**src/rtl/seq110_pkg.sv**
```systemverilog
// Shared types for the 110-pattern word scheduler: FSM state encoding and
// the bit pattern the detection engine looks for.
package seq110_pkg;

  typedef enum logic [1:0] {
    IDLE   = 2'd0,
    SHIFT  = 2'd1,
    REPORT = 2'd2
  } state_e;

  // Oldest bit first: a match is 1, then 1, then 0.
  localparam logic [2:0] PATTERN = 3'b110;

endpackage

```
**src/rtl/seq110_core.sv**
```systemverilog
// Single-bit 110 detection engine. Keeps the last two presented bits; hit
// fires combinationally when the current bit completes the pattern.
module seq110_core
  import seq110_pkg::*;
(
  input  logic clk,
  input  logic rst_n,
  input  logic clear,
  input  logic bit_en,
  input  logic bit_in,
  output logic hit
);

  logic [1:0] hist_q, hist_d;

  // History update: clear wins over a presented bit.
  always_comb begin
    hist_d = hist_q;
    if (clear) begin
      hist_d = '0;
    end else if (bit_en) begin
      hist_d = {hist_q[0], bit_in};
    end
  end

  // History register.
  always_ff @(posedge clk or negedge rst_n) begin
    if (!rst_n) begin
      hist_q <= '0;
    end else begin
      hist_q <= hist_d;
    end
  end

  assign hit = bit_en && (hist_q == PATTERN[2:1]) && (bit_in == PATTERN[0]);

endmodule

```
**src/rtl/seq110_word_scheduler.sv**
```systemverilog
// Serializes each accepted word MSB-first into seq110_core, records the count
// and bit positions of every 110 match, and returns them over valid/ready.
// Build option: define SEQ110_HISTORY_CARRY_EN to keep detector history
// across words; otherwise history is cleared on every word accept.
module seq110_word_scheduler
  import seq110_pkg::*;
#(
  parameter int unsigned WORD_W = 8,
  parameter int unsigned CNT_W  = 4
) (
  input  logic              clk,
  input  logic              rst_n,
  input  logic              flush,
  input  logic              in_valid,
  output logic              in_ready,
  input  logic [WORD_W-1:0] in_data,
  output logic              out_valid,
  input  logic              out_ready,
  output logic [CNT_W-1:0]  out_count,
  output logic [WORD_W-1:0] out_pos,
  output logic              busy
);

  localparam int unsigned IDX_W = (WORD_W > 1) ? $clog2(WORD_W) : 1;

  state_e              state_q, state_d;
  logic [WORD_W-1:0]   data_q, data_d;
  logic [IDX_W-1:0]    idx_q, idx_d;
  logic [CNT_W-1:0]    count_q, count_d;
  logic [WORD_W-1:0]   pos_q, pos_d;
  logic                out_valid_q, out_valid_d;
  logic                in_ready_q, in_ready_d;
  logic                core_clear, core_bit_en, core_bit, core_hit;

  seq110_core u_core (
    .clk    (clk),
    .rst_n  (rst_n),
    .clear  (core_clear),
    .bit_en (core_bit_en),
    .bit_in (core_bit),
    .hit    (core_hit)
  );

  // Next-state, datapath and detector control; flush overrides every transition.
  always_comb begin
    state_d     = state_q;
    data_d      = data_q;
    idx_d       = idx_q;
    count_d     = count_q;
    pos_d       = pos_q;
    out_valid_d = out_valid_q;
    core_clear  = 1'b0;
    core_bit_en = 1'b0;
    core_bit    = data_q[idx_q];

    case (state_q)
      IDLE: begin
        if (in_valid && in_ready_q) begin
          data_d  = in_data;
          idx_d   = IDX_W'(WORD_W - 1);
          count_d = '0;
          pos_d   = '0;
          state_d = SHIFT;
`ifndef SEQ110_HISTORY_CARRY_EN
          core_clear = 1'b1;
`endif
        end
      end
      SHIFT: begin
        core_bit_en = 1'b1;
        if (core_hit) begin
          pos_d[idx_q] = 1'b1;
          count_d      = count_q + CNT_W'(1);
        end
        if (idx_q == '0) begin
          state_d     = REPORT;
          out_valid_d = 1'b1;
        end else begin
          idx_d = idx_q - IDX_W'(1);
        end
      end
      REPORT: begin
        if (out_ready) begin
          state_d     = IDLE;
          out_valid_d = 1'b0;
        end
      end
      default: begin
        state_d     = IDLE;
        out_valid_d = 1'b0;
      end
    endcase

    if (flush) begin
      state_d     = IDLE;
      out_valid_d = 1'b0;
      core_clear  = 1'b1;
    end
  end

  // in_ready is registered from the next state, so it never depends
  // combinationally on out_ready and is low for the cycle after reset.
  assign in_ready_d = (state_d == IDLE);

  // State and datapath registers.
  always_ff @(posedge clk or negedge rst_n) begin
    if (!rst_n) begin
      state_q     <= IDLE;
      data_q      <= '0;
      idx_q       <= '0;
      count_q     <= '0;
      pos_q       <= '0;
      out_valid_q <= 1'b0;
      in_ready_q  <= 1'b0;
    end else begin
      state_q     <= state_d;
      data_q      <= data_d;
      idx_q       <= idx_d;
      count_q     <= count_d;
      pos_q       <= pos_d;
      out_valid_q <= out_valid_d;
      in_ready_q  <= in_ready_d;
    end
  end

  assign in_ready  = in_ready_q;
  assign out_valid = out_valid_q;
  assign out_count = count_q;
  assign out_pos   = pos_q;
  assign busy      = (state_q != IDLE);

endmodule

```
**config.mk**
```make
export PLATFORM = sky130hd
export DESIGN_NAME = seq110_word_scheduler
export DESIGN_NICKNAME = d
export VERILOG_FILES = /design/src/rtl/seq110_pkg.sv /design/src/rtl/seq110_core.sv /design/src/rtl/seq110_word_scheduler.sv
export SDC_FILE = /design/constraint.sdc
export NUM_CORES = 1
export LEC_CHECK = 0
export BUFFER_PORTS_ARGS = -buffer_cell sky130_fd_sc_hd__clkbuf_2
export CAP_MARGIN = 5
export CORE_MARGIN = 2
export CORE_UTILIZATION = 56
export CTS_BUF_LIST = sky130_fd_sc_hd__clkbuf_4 sky130_fd_sc_hd__clkbuf_8
export DETAILED_ROUTE_END_ITERATION = 8
export PLACE_DENSITY_LB_ADDON = 0.2
export SETUP_SLACK_MARGIN = 0.15
export SLEW_MARGIN = 20
export SYNTH_ARGS = -nofsm -noshare
export SYNTH_HDL_FRONTEND = slang
export SYNTH_SLANG_ARGS = --single-unit
```
**constraint.sdc**
```tcl
create_clock -name clk -period 2.2 [get_ports clk]
set_clock_uncertainty 0.1 [all_clocks]
set_input_delay 0.11 -clock clk [delete_from_list [all_inputs] [get_ports clk]]
set_output_delay 0.11 -clock clk [all_outputs]
set_load 0.02 [all_outputs]
```
==> out/metrics.csv, run 1 <==
metric,value,unit
antenna fix cells,0,
Port Buffer Count,27,
clock root buffer,clkbuf_4,
max-slew violations,0,
htree depth,2,
post-synthesis xor/xnor area fraction,0.612,%
total grt overflow,0,
Die ar.,2970,µm²
total power,1.27,mW
clock buffer depth,2,
crit-path max cell delay,0.56,ns
DRC,0,
post-synthesis cell area,1430,µm²
Crit-path slowest cell,or4_1,
"critical path fanouts, max",14,
origin of the worst min-delay path,in_valid,
Core Box Area,2450,µm²
leading area contributor after synthesis,dfrtp_1,
max cap viols,0,
largest net degree at the start of global routing,30,
Inserted Clock Buffers,5,
Detailed Route Iter0 Violations,20,
Crit. Startpoint,idx_q[0],
worst reg2reg endpoint,out_count[3],
RSZ-0062 raised after global routing,no,
WL/cell,13.4,µm
reg2reg path depth,4,
Clock Power Share,26.4,%
router iterations before antenna repair,4,
Vias per Instance,5.43,
sequential area share after synthesis,50.7,%
main combinational cell family by area after synthesis,simple AND/OR/NAND/NOR gates,
synth-to-layout area growth,23.5,%
WHS,0.104,ns
clock latency at the later pin of the worst-skew pair,0.33,ns
Critical path destination,out_count[3],
Cells after DPL,203,
Worst-path clk slew,0.09,ns
top-area cell type share of the netlist area,50.7,%
CTS tree,built,
outcome,"finished, final reports clean",
WP data required,2.34,ns
"Period Utilization, post-route",85.9,%
initial antenna violation count,0,
Critical Path Sink Type,flip-flop,
final core utilization,72.0,%
gp weighted congestion,0.837,
minimum clock period,1.89,ns
leakage power,0.859,nW
Post-Layout Cell Count,221,
Seq pwr share,50.0,%
Vias,1200,
mux cell area share after synthesis,5.25,%
Yosys warning count,0,
final WL,2960,µm
Final HPWL DP,2030,µm
combinational cell fraction of total power,23.6,%
adder-cell share of the synthesized area,2.62,%
CP Cell Sequence,mux2_4 > o2bb2ai_2 > or4_1 > o211ai_1,
Int Pwr,867,µW
Die W,54.5,µm
Peak VDD IR,0.543,mV
I/O Pins,28,
PwrDens,719,nW/µm²
Synth area leaders,"dfrtp_1, nand2_1, o21a_1",
Rows,18,
f_max,529,MHz
reg2reg setup slack,0.31,ns
# setup viols final,0,
Slew headroom,52.4,%
number of hold violations in the final report,0,
Post-CTS Setup Bufs,0,
Cells after Synth,150,
Post-Syn Area per Cell,9.53,µm²
"Distinct cells, synth",32,
Tot GR Track Use,24.3,%
syn nets,166,
RR Startpoint,idx_q[0],
crit start category,flip-flop,
vias in the first global route,1136,
proportion of layout cells with a drive suffix above 1,24.1,%
worst hold path depth,4,
initial core utilization,58.3,%
Final TNS setup,0,ns
Worst Path Arrival,2.03,ns
first-pass GRT wire length,5000,µm
post-route ant nets,0,
NetSw,403,µW
simple-gate share of the synthesized area,23.6,%
Seq cells post-synth,29,
Synth Area in Compound Gates,13.1,%
Die Ht,54.5,µm
clock sink total,29,
critical path type,reg2reg,
worst slew pin tran,0.714,ns
nets@finish,207,
Switching Share,31.7,%
HP Class,in2reg,
kinds of logic (layout without fill, tap and decap cells):
logic type | Yosys count | count (layout)
and+or+nand+nor | 71 | 71
DFF | 29 | 29
AOI/OAI and AO/OA | 27 | 27
buffers and inverters | 12 | 53
muxes | 7 | 7
adders and majority gates | 3 | 3
xor gates and xnor gates | 1 | 1
critical path: cells and delay by family (launching register included):
| kind | cells | cell delay (ns) |
|---|---|---|
| AND/OR/NAND/NOR | 1 | 0.56 |
| AO/OA/AOI/OAI | 2 | 0.34 |
| flip-flops | 1 | 0.50 |
| multiplexers | 1 | 0.33 |
flip-flops by register name, summed over array words and instances (netlist names):
name           flops
state_q            2
idx_q              3
out_valid          1
out_count          4
in_ready           1
u_core.hist_q      2
out_pos            8
data_q             8
power by group through the flow:
| stage | Combinational [mW] | Sequential, mW | Clock [mW] |
|---|---|---|---|
| after floorplan | 0.228 | 0.622 | 0 |
| after global placement | 0.265 | 0.642 | 0 |
| after detailed placement | 0.276 | 0.645 | 0 |
| after CTS | 0.301 | 0.634 | 0.345 |
| after global routing | 0.337 | 0.647 | 0.366 |
| final | 0.300 | 0.635 | 0.335 |
area by class of cell:
| class | count | area [µm²] |
|---|---|---|
| clock buffer | 7 | 58.8 |
| fill | 187 | 688 |
| inverter | 4 | 15.0 |
| multi-input combinational | 109 | 653 |
| sequential | 29 | 727 |
| tap | 30 | 37.5 |
| timing repair buffer | 42 | 275 |
cell usage after synthesis:
library cell,n
o21bai_1,1
o211ai_1,1
nor4_1,10
or2_2,3
buf_2,4
or4_1,1
nor2_2,1
a21oi_1,5
a31oi_1,1
nand3_1,5
dfrtp_1,29
mux2_4,1
nand2_1,35
clkbuf_1,3
nand2b_1,4
nor2_1,6
mux2i_1,6
a21o_1,1
nand4b_1,1
inv_1,4
o21a_1,10
nor3b_1,1
buf_6,1
o31ai_1,1
ha_1,3
nor2b_1,2
o21ai_0,3
a22oi_1,2
o22ai_1,1
nor3_1,2
xnor2_1,1
o2bb2ai_2,1
placed cells by master, fill, tap and decap left out, types with 2 or more instances in the layout:
cell           count
o21a_1            10
a21oi_1            5
nor2b_1            2
dfrtp_1           28
or2_2              3
clkbuf_4           6
inv_1              4
o21ai_0            3
a22oi_1            2
dlygate4sd3_1     11
nor3_1             2
nor4_1            10
nor2_1             6
mux2i_1            6
buf_4              4
clkbuf_2          27
nand3_1            5
nand2_1           35
nand2b_1           4
ha_1               3
how the worst min path moves through the flow:
stage | end | slack (ns)
after floorplan | data_q[0] | -0.29
after global placement | out_pos[6] | 0.08
after detailed placement | out_pos[4] | 0.1
after CTS | u_core.hist_q[0] | 0.09
after global routing | u_core.hist_q[1] | 0.13
final | u_core.hist_q[0] | 0.10
layer usage:
metal,up-vias,wire length [µm],global-route usage (%)
li1,603,-,-
met1,568,1330,29.9
met2,25,1480,39.8
met3,4,120,6.01
met4,0,30,11.3
met5,-,0,0
what timing repair did:
action                     in CTS  in global routing
hold endpoints to repair       43                  0
gates cloned                    0                  0
setup endpoints to repair      12                  4
resized for setup               1                  1
hold buffers                   11                  0
through the flow:
stage | setup WS, ns | area [µm²]
2_1_floorplan | 0.486 | 1430
3_3_place_gp | 0.243 | 1590
3_5_place_dp | 0.0881 | 1590
4_1_cts | 0.196 | 1770
5_1_grt | 0.201 | 1770
6_report | 0.310 | 1770
No activity file was read; power rests on OpenSTA's default activity.
==> inputs of run 2 (changes only) <==
--- a/config.mk
+++ b/config.mk
@@ -8,7 +8,7 @@
 export BUFFER_PORTS_ARGS = -buffer_cell sky130_fd_sc_hd__clkbuf_2
 export CAP_MARGIN = 5
 export CORE_MARGIN = 2
-export CORE_UTILIZATION = 56
+export CORE_UTILIZATION = 38
 export CTS_BUF_LIST = sky130_fd_sc_hd__clkbuf_4 sky130_fd_sc_hd__clkbuf_8
 export DETAILED_ROUTE_END_ITERATION = 8
 export PLACE_DENSITY_LB_ADDON = 0.2
==> run 2 against run 1 <==
  * Cell count increased by 7.2%
  * Clock power increased by 32%
  * Setup slack got worse by 0.0088 ns
  * Hold slack got worse by 0.091 ns
  * Design area increased by 2.1%
  * Core utilization decreased by 22 points
  * Sequential power increased by 0.6%
  * Critical path depth unchanged
  * Via count about the same
  * Flip-flop and latch count unchanged
  * Count of clock-buffer cells in the layout unchanged
  * Critical path type unchanged
  * Critical endpoint is now out_count[2]
  * Largest power group unchanged
  * Highest routed layer unchanged
==> out/metrics.csv, run 2 (synthesis gave the netlist of run 1 again) <==
metric,value,unit
final core utilization,49.6,%
WP data required,2.29,ns
final design area excluding fillers,1800,µm²
htree depth,2,
f_max,527,MHz
Tot GR Track Use,15.2,%
worst reg2reg endpoint,out_count[2],
Post-CTS Setup Bufs,0,
RSZ-0062 raised after global routing,no,
register area,727,µm²
Die W,65.3,µm
reg2reg setup slack,0.30,ns
initial core utilization,39.4,%
router iterations before antenna repair,4,
gp weighted congestion,0.824,
Detailed Route Iter0 Violations,73,
leakage power,0.863,nW
Peak VDD IR,0.444,mV
WL/cell,12.4,µm
max-slew violations,0,
outcome,"finished, final reports clean",
Worst Path Arrival,1.99,ns
Post-Layout Cell Count,237,
Area after DPL,1610,µm²
WHS,0.0130,ns
vias in the first global route,1185,
PwrDens,757,nW/µm²
DRC,0,
dpl ws,0.197,ns
# fillers,370,
Cells after DPL,220,
final WL,2950,µm
# setup viols final,0,
Rows,22,
clock buffer depth,2,
Port Buffer Count,27,
Vias,1201,
Die Ht,65.3,µm
worst slew pin tran,0.722,ns
Vias per Instance,5.07,
"Period Utilization, post-route",86.3,%
most frequent cells in the layout,"nand2_1, dfrtp_1, clkbuf_2",
total power,1.37,mW
clock latency at the later pin of the worst-skew pair,0.27,ns
minimum clock period,1.90,ns
total grt overflow,0,
Critical Path Sink Type,flip-flop,
nets@finish,205,
Worst-path clk slew,0.06,ns
Multi-input gate area,653,µm²
Final Worst Setup Slack,0.301,ns
Slew headroom,51.9,%
"commonest non-fill, non-tap cell in the layout",nand2_1,
proportion of layout cells with a drive suffix above 1,23.8,%
I/O Pins,28,
Core Box Area,3630,µm²
max cap viols,0,
crit start category,flip-flop,
antenna fix cells,0,
Final TNS setup,0,ns
critical path type,reg2reg,
Die ar.,4270,µm²
synth-to-layout area growth,26.1,%
Final HPWL DP,2020,µm
"critical path fanouts, max",14,
number of hold violations in the final report,0,
CTS tree,built,
post-route ant nets,0,
largest net degree at the start of global routing,30,
clock root buffer,clkbuf_8,
Critical path destination,out_count[2],
Crit. Startpoint,idx_q[0],
reg2reg path depth,4,
initial antenna violation count,0,
first-pass GRT wire length,5030,µm
HP Class,in2reg,
Inserted Clock Buffers,5,
RR Startpoint,idx_q[0],
clock sink total,29,
run 2: worst min-delay path by stage:
stage / start / endpoint / slack, ns / depth (start not counted)
finish: out_ready / out_valid / 0.01 / 4
floorplan: rst_n / data_q[0] / -0.29 / 0
CTS: out_ready / out_valid / 0.01 / 4
detailed placement: rst_n / u_core.hist_q[1] / 0.10 / 1
global placement: rst_n / u_core.hist_q[1] / 0.09 / 1
global route: out_ready / out_valid / 0.04 / 4
run 2: metal layers:
layer / part of all wire (%) / global-route usage [%] / vias to the layer above
met2: 50 / 25.3 / 33
met3: 3.8 / 3.60 / 4
met5: 0 / 0 / -
li1: - / - / 597
met4: 0.85 / 6.25 / 0
met1: 45 / 19.0 / 567
run 2: power by group:
part           leakage, nW  switching (mW)  internal [mW]  total (mW)
sequential           0.374          0.0544          0.584       0.639
combinational        0.442           0.170          0.113       0.283
clock               0.0477           0.184          0.260       0.443
run 2: worst max-delay path, cell delays in order, from the launching register on:
cell and delay (ns):
dfrtp_2 0.48, mux2_4 0.32, o2bb2ai_2 0.22, nor4_1 0.45
mux2i_1 0.24
run 2: timing repair:
action	CTS	global route
gates resized for setup	0	2
hold buffers	10	0
endpoints found under the hold margin	42	0
setup endpoints to repair	0	15
run 2: layout make-up:
type / instances / share of cell area (%)
inverters: 4 / 0.833
flip-flops and latches: 29 / 40.3
multi-input cells: 109 / 36.2
well taps: 48 / 3.33
repair buffers: 40 / 14.3
clock buffers: 7 / 5.00
==> inputs of run 3 (changes only) <==
--- a/config.mk
+++ b/config.mk
@@ -16,4 +16,5 @@
 export SLEW_MARGIN = 20
 export SYNTH_ARGS = -nofsm -noshare
 export SYNTH_HDL_FRONTEND = slang
+export SYNTH_HIERARCHICAL = 1
 export SYNTH_SLANG_ARGS = --single-unit
==> constraint.sdc (replaced) <==
create_clock -name clk -period 2.3 [get_ports clk]
set_clock_uncertainty 0.1 [all_clocks]
set_input_delay 0.115 -clock clk [delete_from_list [all_inputs] [get_ports clk]]
set_output_delay 0.115 -clock clk [all_outputs]
set_load 0.02 [all_outputs]
==> run 3 against run 2 <==
  * Sequential power down 5.2%
  * Register-to-register slack got worse by 0.21 ns
  * First-iteration DRC count shrank 53%
  * Cell count is 8.9% lower
  * Sequential share of layout area is 1.1 points higher
  * Area after synthesis decreased by 8.7%
  * Setup slack worse by 0.21 ns
  * Die area down 8.1%
  * Critical endpoint is now out_pos[4]
  * Highest routed layer unchanged
==> out/metrics.csv, run 3 <==
metric,value,unit
clock latency at the later pin of the worst-skew pair,0.33,ns
asr flop ratio synth,100,%
number of synthesized flops with an enable pin,0,
clock buffer depth,2,
gp weighted congestion,0.754,
Worst-path clk slew,0.09,ns
max cap viols,0,
proportion of layout cells with a drive suffix above 1,31.2,%
"Period Utilization, post-route",95.9,%
initial core utilization,39.5,%
Die W,62.6,µm
CTS tree,built,
"Distinct cells, synth",34,
Post-Layout Cell Count,216,
"Primary FF master, synth",dfrtp_1,
clock sink total,29,
Worst Path Arrival,2.35,ns
HP Class,in2reg,
largest net degree at the start of global routing,30,
Cells after DPL,195,
antenna fix cells,0,
syn nets,139,
WP data required,2.44,ns
number of hold violations in the final report,0,
Post-Syn Area per Cell,10.6,µm²
worst slew pin tran,0.707,ns
final design area excluding fillers,1750,µm²
WL/cell,12.1,µm
DRC,0,
outcome,"finished, final reports clean",
"commonest non-fill, non-tap cell in the layout",nand2_1,
most common cell in the synthesized netlist,nand2_1,
leakage power,0.878,nW
Die ar.,3920,µm²
I/O Pins,28,
Core Box Area,3310,µm²
most frequent cells in the layout,"nand2_1, dfrtp_1, clkbuf_2, dlygate4sd3_1, clkbuf_4",
"critical path fanouts, max",4,
Port Buffer Count,27,
Tot GR Track Use,15.9,%
PwrDens,746,nW/µm²
RSZ-0062 raised after global routing,yes,
Yosys warning count,6,
Inserted Clock Buffers,5,
post-synthesis cell area,1310,µm²
crit start category,flip-flop,
clock root buffer,clkbuf_4,
nets@finish,185,
most frequent cells after synthesis,"nand2_1, dfrtp_1, nor2_1",
f_max,454,MHz
synth-to-layout area growth,34.3,%
Synth area leaders,"dfrtp_1, nand2_1, mux4_1",
Final Worst Setup Slack,0.0949,ns
Final HPWL DP,1810,µm
Rows,21,
final core utilization,53.0,%
htree depth,2,
Vias,1053,
final WL,2620,µm
Die Ht,62.6,µm
vias in the first global route,1126,
reg2reg setup slack,0.09,ns
router iterations before antenna repair,4,
minimum clock period,2.21,ns
Critical Path Sink Type,flip-flop,
Seq cells post-synth,29,
max-slew violations,0,
Area after DPL,1500,µm²
Detailed Route Iter0 Violations,34,
critical path type,reg2reg,
Peak VDD IR,0.348,mV
Vias per Instance,4.88,
sequential area share after synthesis,55.6,%
total grt overflow,0,
Slew headroom,52.8,%
Cells after Synth,123,
initial antenna violation count,0,
# setup viols final,0,
leading area contributor after synthesis,dfrtp_1,
post-route ant nets,0,
top-area cell type share of the netlist area,55.6,%
first-pass GRT wire length,4880,µm
dpl ws,0.0551,ns
==> run 3: cell count changes after synthesis, sizes merged, moves of 2 or more <==
cell / delta
o21a: -9
o31ai: +3
or2: -2
nor4: -10
mux4: +2
nand3: -3
a32o: +4
buf: -2
mux2i: -3
nand2b: -2
==> run 3: per-stage QoR <==
step	setup TNS [ns]	hold WS [ns]	power (mW)
global route	-0.00182	0.207	1.39
detailed placement	0	0.101	0.841
global placement	0	0.0877	0.835
floorplan	0	-0.281	0.775
finish	0	0.207	1.31
CTS	0	0.196	1.31
==> run 3: timing repair <==
action                     4_1_cts  5_1_grt
pin swaps                        2        3
hold buffers                    11        0
setup endpoints to repair       10       12
buffers inserted                 0        2
hold endpoints to repair        41        0
resized for setup                3        8
==> run 3: cell families (layout without fill, tap and decap cells) <==
group / after synthesis / after routing / share of synthesized area [%]
DFF: 29 / 29 / 55.6
AOI/OAI and AO/OA: 19 / 19 / 10.5
muxes: 6 / 6 / 7.18
buffers and inverters: 9 / 56 / 3.35
and+or+nand+nor: 57 / 57 / 20.5
adders and majority gates: 3 / 3 / 2.87
==> run 3: final cells by class <==
cell class	count	area (µm²)
sequential	29	726
clock inverter	1	30.0
clock buffer	7	58.8
timing repair buffer	44	294
multi-input combinational	85	573
inverter	4	15.0
fill	312	1560
tap	46	57.6
==> run 3: critical path: stages, from the launching register on <==
cell     delay (ns)
dfrtp_1        0.41
mux4_2         0.51
mux2_4         0.28
and4b_2        0.30
and3b_2        0.24
nand2_4        0.08
o31ai_1        0.20
==> run 3: per-layer routing <==
metal / track usage, % / routed length [µm] / up-vias
li1: - / - / 521
met1: 18.1 / 1180 / 504
met2: 27.7 / 1280 / 22
met3: 5.41 / 119 / 6
met4: 5.83 / 40 / 0
met5: 0 / 0 / -
==> run 3: worst paths after layout <==
path | endpoint | cells past startpoint | start
setup / recovery | out_pos[4] | 6 | idx_q[0]
hold / removal | data_q[7] | 5 | in_valid
setup reg to reg | out_pos[4] | 6 | idx_q[0]
hold reg to reg | data_q[4] | 2 | data_q[4]
max in group asynchronous | u_core/hist_q[0] | 2 | rst_n
min in group asynchronous | out_count[3] | 2 | rst_n
==> run 3: power by group <==
part	leakage, nW	internal, mW	switching [mW]	total [mW]
Clock	0.0489	0.271	0.175	0.447
Combinational	0.454	0.123	0.133	0.257
Sequential	0.375	0.558	0.0476	0.606
